$ cat src/rtl/cic_pkg.sv
// Shared CIC constants and width helpers.
// Widths are compile-time functions of the input width and rate-change factor.
package cic_pkg;

    localparam int CIC_ORDER = 3;

    function automatic int cic_int_width(input int width, input int m);
        return width + $clog2(m ** 3);
    endfunction

    function automatic int cic_interp_out_width(input int width, input int m);
        return width + $clog2(m ** 2);
    endfunction

endpackage

$ cat src/rtl/cic_comb_stage.sv
// One registered CIC differentiator (differential delay 1): out <= in - in_prev.
// Updates only when en is high; otherwise holds. Arithmetic wraps modulo 2**W.
module cic_comb_stage #(
    parameter int W = 22
) (
    input  logic         clk,
    input  logic         reset,
    input  logic         en,
    input  logic [W-1:0] in,
    output logic [W-1:0] out
);

    logic [W-1:0] dly;

    always_ff @(posedge clk) begin
        if (reset) begin
            out <= '0;
            dly <= '0;
        end else if (en) begin
            out <= in - dly;
            dly <= in;
        end
    end

endmodule

$ cat src/rtl/cic_3_interpolator.sv
// Order-3 interpolating CIC: combs at the input rate, zero-stuff, integrators at the strobe rate.
// Input accepted only on phase-0 strobes with no buffering; a missing sample is taken as 0 and flagged.
module cic_3_interpolator
    import cic_pkg::*;
#(
    parameter int M     = 4,
    parameter int width = 16
) (
    input  logic                                     clk,
    input  logic                                     reset,
    input  logic                                     out_stb,
    input  logic [width-1:0]                         in_data,
    input  logic                                     in_valid,
    output logic                                     in_ready,
    output logic [cic_interp_out_width(width, M)-1:0] out,
    output logic                                     out_valid,
    output logic                                     underrun
);

    localparam int W  = cic_int_width(width, M);
    localparam int OW = cic_interp_out_width(width, M);
    localparam int PW = $clog2(M);

    logic [PW-1:0]                  phase;
    logic                           phase0;
    logic                           load;
    logic [W-1:0]                   x;
    logic [CIC_ORDER:0][W-1:0]      comb_q;
    logic                           first_q;
    logic [W-1:0]                   u;
    logic [W-1:0]                   i0;
    logic [W-1:0]                   i1;
    logic [OW-1:0]                  i2;

    assign phase0   = (phase == '0);
    assign load     = out_stb && phase0 && !reset;
    assign in_ready = load;

    // A phase-0 strobe without a valid sample feeds a zero into the combs.
    assign x = in_valid ? {{(W - width){in_data[width-1]}}, in_data} : '0;

    assign comb_q[0] = x;

    for (genvar g = 0; g < CIC_ORDER; g++) begin : g_comb
        cic_comb_stage #(
            .W(W)
        ) u_comb (
            .clk  (clk),
            .reset(reset),
            .en   (load),
            .in   (comb_q[g]),
            .out  (comb_q[g+1])
        );
    end

    // Zero-stuffing: the comb output enters the integrators on the strobe after phase 0 only.
    assign u = first_q ? comb_q[CIC_ORDER] : '0;

    // The last integrator keeps only the output bits; the wrap makes the upper bits irrelevant.
    always_ff @(posedge clk) begin
        if (reset) begin
            phase     <= '0;
            first_q   <= 1'b0;
            i0        <= '0;
            i1        <= '0;
            i2        <= '0;
            out_valid <= 1'b0;
            underrun  <= 1'b0;
        end else begin
            out_valid <= out_stb;
            if (out_stb) begin
                if (phase == PW'(M - 1)) begin
                    phase <= '0;
                end else begin
                    phase <= phase + PW'(1);
                end
                first_q <= phase0;
                i0      <= i0 + u;
                i1      <= i1 + i0;
                i2      <= i2 + i1[OW-1:0];
                if (phase0 && !in_valid) begin
                    underrun <= 1'b1;
                end
            end
        end
    end

    assign out = i2;

endmodule

$ cat config.mk
export PLATFORM = sky130hd
export DESIGN_NAME = cic_3_interpolator
export DESIGN_NICKNAME = d
export VERILOG_FILES = /design/src/rtl/cic_pkg.sv /design/src/rtl/cic_comb_stage.sv /design/src/rtl/cic_3_interpolator.sv
export SDC_FILE = /design/constraint.sdc
export NUM_CORES = 1
export LEC_CHECK = 0
export ABC_AREA = 1
export CORE_MARGIN = 8
export CORE_UTILIZATION = 35
export DETAILED_ROUTE_END_ITERATION = 16
export PLACE_DENSITY = 0.52
export SLEW_MARGIN = 20
export SYNTH_ARGS = -nofsm -noshare
export SYNTH_HDL_FRONTEND = slang
export SYNTH_SLANG_ARGS = --single-unit
$ cat constraint.sdc
create_clock -name clk -period 2.44 [get_ports clk]
set_input_delay 0.488 -clock clk [delete_from_list [all_inputs] [get_ports clk]]
set_output_delay 0.488 -clock clk [all_outputs]
set_load 0.01 [all_outputs]
## Word-level counts from Yosys, hierarchy flattened

Index checks and enable logic that the tools add are counted.
W data, S select, Z words.

- Register bits: 201
- Input bits: 20
- Output and inout port bits: 23
- Word-level logic and storage cells: 31

- Add/subtract/negate cells: 7
- Eq/ne operators: 1
- Multiplexer cells: 3
- Reduce and logical (&&, ||, !) cells: 7

Operators with widths:

| operator | number |
|---|---|
| $sub A22 B22 Y22 | 3 |
| $add A22 B22 Y22 | 2 |
| $mux W22 | 2 |
| $add A20 B20 Y20 | 1 |
| $logic_and A1 B1 Y1 | 3 |
| $add A2 B1 Y2 const B | 1 |
| $eq A2 B2 Y1 const B | 1 |
| $logic_not A1 Y1 | 2 |
| $logic_not A2 Y1 | 1 |
| $mux W2 | 1 |
| $reduce_and A2 Y1 | 1 |

## Longest topological paths before layout

Gate-level depths: netlist of run 1.

- Depth in word-level cells: 3
- Gate-level depth with buffers: 16
- Depth with buffers taken out: 15

## By module

A second synthesis of run 1 with hierarchy kept.

- Cell total of the unflattened synthesis: 2587
- Area, all modules: 15753.9 um^2

By module, submodules not included:

| module | instances | cells an instance | area an instance (um^2) | sequential area each (um^2) |
|---|---|---|---|---|
| cic_comb_stage | 3 | 509 | 3181.8 | 880.8 |
| cic_3_interpolator | 1 | 1060 | 6208.5 | 1301.2 |

## Worst setup path after synthesis of run 1

OpenSTA, ideal clock, no wires.

- Path kind: input -> register
- Start point: input port in_valid
- End point: register g_comb[0].u_comb.out[14]
- Setup time: 0.109 ns
- Data arrival time: 2.283 ns
- Required time: 2.331 ns
- Setup slack: 0.048 ns
- Stages on the path: 13
- Buffers on the path: 2
- Cells stage by stage: clkbuf_1 > buf_2 > nand2_1 > ha_1 > fa_1 > o21ai_2 > nand2_1 > nand2_1 > nand2_1 > nand3_1 > nand3_1 > nand2_1 > inv_1

- Cells in the longest elaborated chain, start to end: 2

RTL lines:

| what | line | text |
|---|---|---|
| start: declaration | cic_3_interpolator.sv:13 | `input logic in_valid,` |
| $mux W22 | cic_3_interpolator.sv:40 | `assign x = in_valid ? {{(W - width){in_data[width-1]}}, in_data} : '0;` |
| $sub A22 B22 Y22 | cic_comb_stage.sv:20 | `out <= in - dly;` |
| end signal: assignment | cic_comb_stage.sv:20 |  |
| end: declaration | cic_comb_stage.sv:10 | `output logic [W-1:0] out` |

Every way passes these cells.
A chain may end at the register's enable or synchronous reset.

## Worst setup path after layout of run 1

- Start point: register phase[0]
- End point: output port in_ready

- Cells in the longest elaborated chain, start to end: 3

RTL lines:

| what | line | text |
|---|---|---|
| start: declaration | cic_3_interpolator.sv:24 | `logic [PW-1:0] phase;` |
| start signal: assignment | cic_3_interpolator.sv:75 | `phase <= phase + PW'(1);` |
| $logic_not A2 Y1 | cic_3_interpolator.sv:35 | `assign phase0 = (phase == '0);` |
| named net phase0 | cic_3_interpolator.sv:25 | `logic phase0;` |
| $logic_and A1 B1 Y1 (2 in a row) | cic_3_interpolator.sv:36 | `assign load = out_stb && phase0 && !reset;` |
| end: declaration | cic_3_interpolator.sv:14 | `output logic in_ready,` |

The timed path passes the listed nets, and every way through them passes these cells.

==> parameters.txt, run 1 <==
Parameter                              Value

STA
  Max-slew violations ... 0
  Min Clock Period, post-route ... 2.20 ns
  Clock skew after layout ... 0.0136 ns
  Tightest slew margin relative to the limit ... 0.494
  Final sum of negative setup slack ... 0 ns
  Slack of the critical path ... 0.243 ns
  Period Utilization, post-route ... 0.900
  Worst hold margin ... 0.460 ns
  Final hold violation count ... 0
  Slew at the pin closest to its max-slew limit ... 0.759 ns
  Maximum clock frequency ... 455 MHz
  RSZ-0062 raised after global routing ... false
  Setup violations, final ... 0

Global route
  Number of global-route vias before repair ... 12,891
  Wire length of the first global-routing pass ... 61.3 mm
  Initial antenna violation count ... 0
  Total routing resource utilization after global routing ... 0.168
  Total grt overflow ... 0
  Maximum number of pins on one net before global-route repair ... 92

Job
  Max capacitance violation total ... 0

Placement
  Placed Instance Area ... 14,600 sq um
  Detailed Place HPWL ... 28.2 mm
  # port buffers ... 42
  Pre-CTS worst setup slack ... -0.261 ns
  Placer Congestion ... 0.869

Finish
  Fraction of layout cells with a size suffix above 1 ... 0.0692
  Number of fill cells ... 4,157
  Final non-filler cell area ... 15,200 sq um
  Synthesis-to-finish area growth ... 13.9%
  ANT cells ... 0
  Fin nets ... 2,350

Logic synthesis
  Adder-cell share of the synthesized area ... 0.115
  Synth cell count leaders ... 559 x sky130_fd_sc_hd__nand2_1, 338 x sky130_fd_sc_hd__inv_1, 221 x sky130_fd_sc_hd__nor2_1
  Largest family of logic cells by synthesized area ... simple AND/OR/NAND/NOR gates
  Simple-gate share of the synthesized area ... 0.341
  Unique cell type count in the Yosys netlist ... 38
  Synthesized net count ... 2,293
  Most used standard cell by instance count after synthesis ... sky130_fd_sc_hd__nand2_1
  Cell taking the most area after synthesis ... sky130_fd_sc_hd__dfxtp_1
  Post-synthesis cell area ... 13,400 sq um
  Number of warnings reported in the yosys synthesis log ... 0
  Post-Syn Instances ... 2,154
  Part of the Yosys area used for sequential elements ... 0.271
  Fraction of synthesized cell area taken by the top area cell type ... 0.271
  Share of synthesized registers carrying an async set or reset ... 0
  Main synth FF type ... sky130_fd_sc_hd__dfxtp_1
  Average cell area after synthesis ... 6.20 sq um
  Number of synthesized register bits ... 181
  Largest cells by area after synthesis ... sky130_fd_sc_hd__dfxtp_1 27%, sky130_fd_sc_hd__nand2_1 16%, sky130_fd_sc_hd__ha_1 11%, sky130_fd_sc_hd__inv_1 9.5%, sky130_fd_sc_hd__nand3_1 7.5%
  Post-synthesis share of cell area spent on xor and xnor gates ... 0.0243
  Count of flip-flops with a built-in enable after synthesis ... 0
  Synthesized-area fraction occupied by ao, oa, aoi and oai cells ... 0.130
  Fraction of synthesized area in multiplexers ... 0

Floorplanning
  Width of the chip ... 211 um
  Area of the die ... 44,700 sq um
  Starting utilization of the core area ... 0.355
  Area of the core ... 37,700 sq um
  Number of rows in the core area ... 71
  Overall die height ... 211 um
  Io pins ... 43

Pwr
  Sw Ratio ... 0.389
  Max IR drop VDD ... 0.557 mV
  Clock power share ... 0.284
  Standby leakage power ... 8.22 nW
  Cell area power density ... 636 nW/um^2
  Switching power ... 3.77 mW
  Design internal power ... 5.91 mW
  Sequential share of power ... 0.355
  Fraction of power consumed by combinational cells ... 0.360

Clock network
  Buffers from clock root to sink, at most ... 2
  Number of levels the H-tree was split into ... 4
  CTS tree ... done
  Worst skew pair latency ... 0.46 ns
  Clk sinks ... 181
  Number of buffers added by the clock tree synthesis step ... 17
  Buffer cell driving the clock tree root ... sky130_fd_sc_hd__clkbuf_16
  Clock transition at path regs ... 0.07 ns
  Post-CTS Hold Fix Bufs ... 0

Route
  Routed Antenna Nets ... 0
  Routed wire length per instance ... 13.3 um
  Pre-Repair DR Iteration Count ... 5
  Vias per cell ... 4.73
  Total via count in the routed design ... 12,934
  Total wire length after detailed routing ... 36.4 mm
  Iter 0 DRT Violations ... 504
  Post-detailed-route DRC marker count ... 0

Setup path
  Largest stage delay on the critical path ... 0.39 ns
  Slowest stage cell on the critical path ... sky130_fd_sc_hd__dfxtp_1
  Crit path kind ... reg2out
  Largest fanout on the critical path ... 4
  Ordered list of cells on the worst path ... inv_1, ha_1, nand2_2, nor2_4, buf_12, dlygate4sd2_1
  Arrival time worst endpoint ... 1.71 ns
  Worst setup EP type ... primary output
  Startpoint types ... register
  Worst Path Required ... 1.95 ns

Status
  Outcome ... finished clean

Hold path
  Path category of the worst min-delay check ... reg2reg
==> cells by family (layout without fill, tap and decap cells) <==
kind of cell               Yosys count  count (layout)
AOI/OAI and AO/OA                  336             336
xor gates and xnor gates            37              37
adders and majority gates          119             119
buffers and inverters              408             478
DFF                                181             181
and+or+nand+nor                   1073            1073
==> area by class of cell <==
type	count	area, sq um	area share
clock buffers	18	429	0.0282
clock inverters	14	135	0.00888
inverters	347	1300	0.0857
multi-input cells	1565	8160	0.536
flip-flops and latches	181	3620	0.238
well taps	511	639	0.0420
repair buffers	99	925	0.0608
==> final timing paths <==
path / startpoint / end / slack, ns / depth (start not counted)
worst min register to register: g_comb[2].u_comb.dly[6]$_SDFFE_PP0P_ / g_comb[2].u_comb.dly[6]$_SDFFE_PP0P_ / 0.46 / 2
worst max register to register: first_q$_SDFFE_PP0P_ / i0[16]$_SDFFE_PP0P_ / 0.32 / 15
worst max-delay path: phase[0]$_SDFFE_PP0P_ / in_ready / 0.24 / 6
worst min-delay path: g_comb[2].u_comb.dly[6]$_SDFFE_PP0P_ / g_comb[2].u_comb.dly[6]$_SDFFE_PP0P_ / 0.46 / 2
==> per-layer routing <==
metal | wire [um] | part of all wire | global-route usage
met2 | 19200 | 0.53 | 0.330
met3 | 867 | 0.024 | 0.0248
met1 | 15400 | 0.42 | 0.179
met5 | 0 | 0 | 0
met4 | 827 | 0.023 | 0.0585
==> per-stage QoR <==
stage / std cells / power [mW] / utilization
after detailed placement: 2702 / 7.01 / 0.388
after global routing: 2735 / 10.5 / 0.404
after CTS: 2735 / 9.81 / 0.404
final: 2735 / 9.68 / 0.404
after floorplan: 2154 / 6.04 / -
after global placement: 2702 / 6.98 / 0.388
==> placed cells by master, fill, tap and decap left out, types with 3 or more instances in the layout <==
master / n
sky130_fd_sc_hd__clkdlybuf4s50_1: 39
sky130_fd_sc_hd__nor3_1: 7
sky130_fd_sc_hd__buf_12: 7
sky130_fd_sc_hd__dfxtp_1: 181
sky130_fd_sc_hd__nor2_1: 221
sky130_fd_sc_hd__a21oi_2: 5
sky130_fd_sc_hd__nand2_2: 19
sky130_fd_sc_hd__o21ai_0: 135
sky130_fd_sc_hd__o21ai_1: 8
sky130_fd_sc_hd__or2_2: 4
sky130_fd_sc_hd__or2_0: 7
sky130_fd_sc_hd__a21oi_1: 171
sky130_fd_sc_hd__nor2_2: 12
sky130_fd_sc_hd__nand4_1: 7
sky130_fd_sc_hd__buf_4: 50
sky130_fd_sc_hd__inv_6: 7
sky130_fd_sc_hd__and2_1: 17
sky130_fd_sc_hd__nand3_2: 10
sky130_fd_sc_hd__clkbuf_16: 17
sky130_fd_sc_hd__o21bai_1: 11
sky130_fd_sc_hd__xor2_1: 23
sky130_fd_sc_hd__fa_1: 6
sky130_fd_sc_hd__inv_1: 338
sky130_fd_sc_hd__clkinv_2: 3
sky130_fd_sc_hd__or2_1: 7
sky130_fd_sc_hd__nand3_1: 200
sky130_fd_sc_hd__inv_2: 8
sky130_fd_sc_hd__xnor2_1: 14
sky130_fd_sc_hd__nand2_1: 558
sky130_fd_sc_hd__ha_1: 113
==> timing repair <==
item                       CTS  global route
setup buffers                1             0
pin swaps                    1             0
setup endpoints to repair    1             2
gates resized for setup      1             2
==> sequential cells by signal, summed over array words and instances (netlist names) <==
register / flops
i1: 20
out: 20
g_comb.u_comb.out: 60
first_q: 1
out_valid: 1
underrun: 1
i0: 20
g_comb.u_comb.dly: 56
phase: 2
==> worst max-delay path: cells and delay by family, from the launching register on <==
kind,cells,cell delay [ns]
buffers and inverters,3,0.47
AND/OR/NAND/NOR,2,0.19
flip-flops,1,0.39
adder cells (fa/ha/maj),1,0.21
==> power by group through the flow <==
stage	clock [mW]	sequential, mW	combinational [mW]
final	2.75	3.44	3.49
after global routing	2.96	3.48	4.01
after CTS	2.85	3.45	3.52
after detailed placement	0	3.51	3.50
after global placement	0	3.51	3.47
after floorplan	0	3.46	2.58
(Power assumes the default switching activity.)
==> inputs of run 2 (changes only) <==
--- a/config.mk
+++ b/config.mk
@@ -14,3 +14,4 @@
 export SYNTH_ARGS = -nofsm -noshare
 export SYNTH_HDL_FRONTEND = slang
 export SYNTH_SLANG_ARGS = --single-unit
+export TNS_END_PERCENT = 1
==> results of run 2 <==
Same layout as run 1: the final DEF is identical, and so are final timing and power.
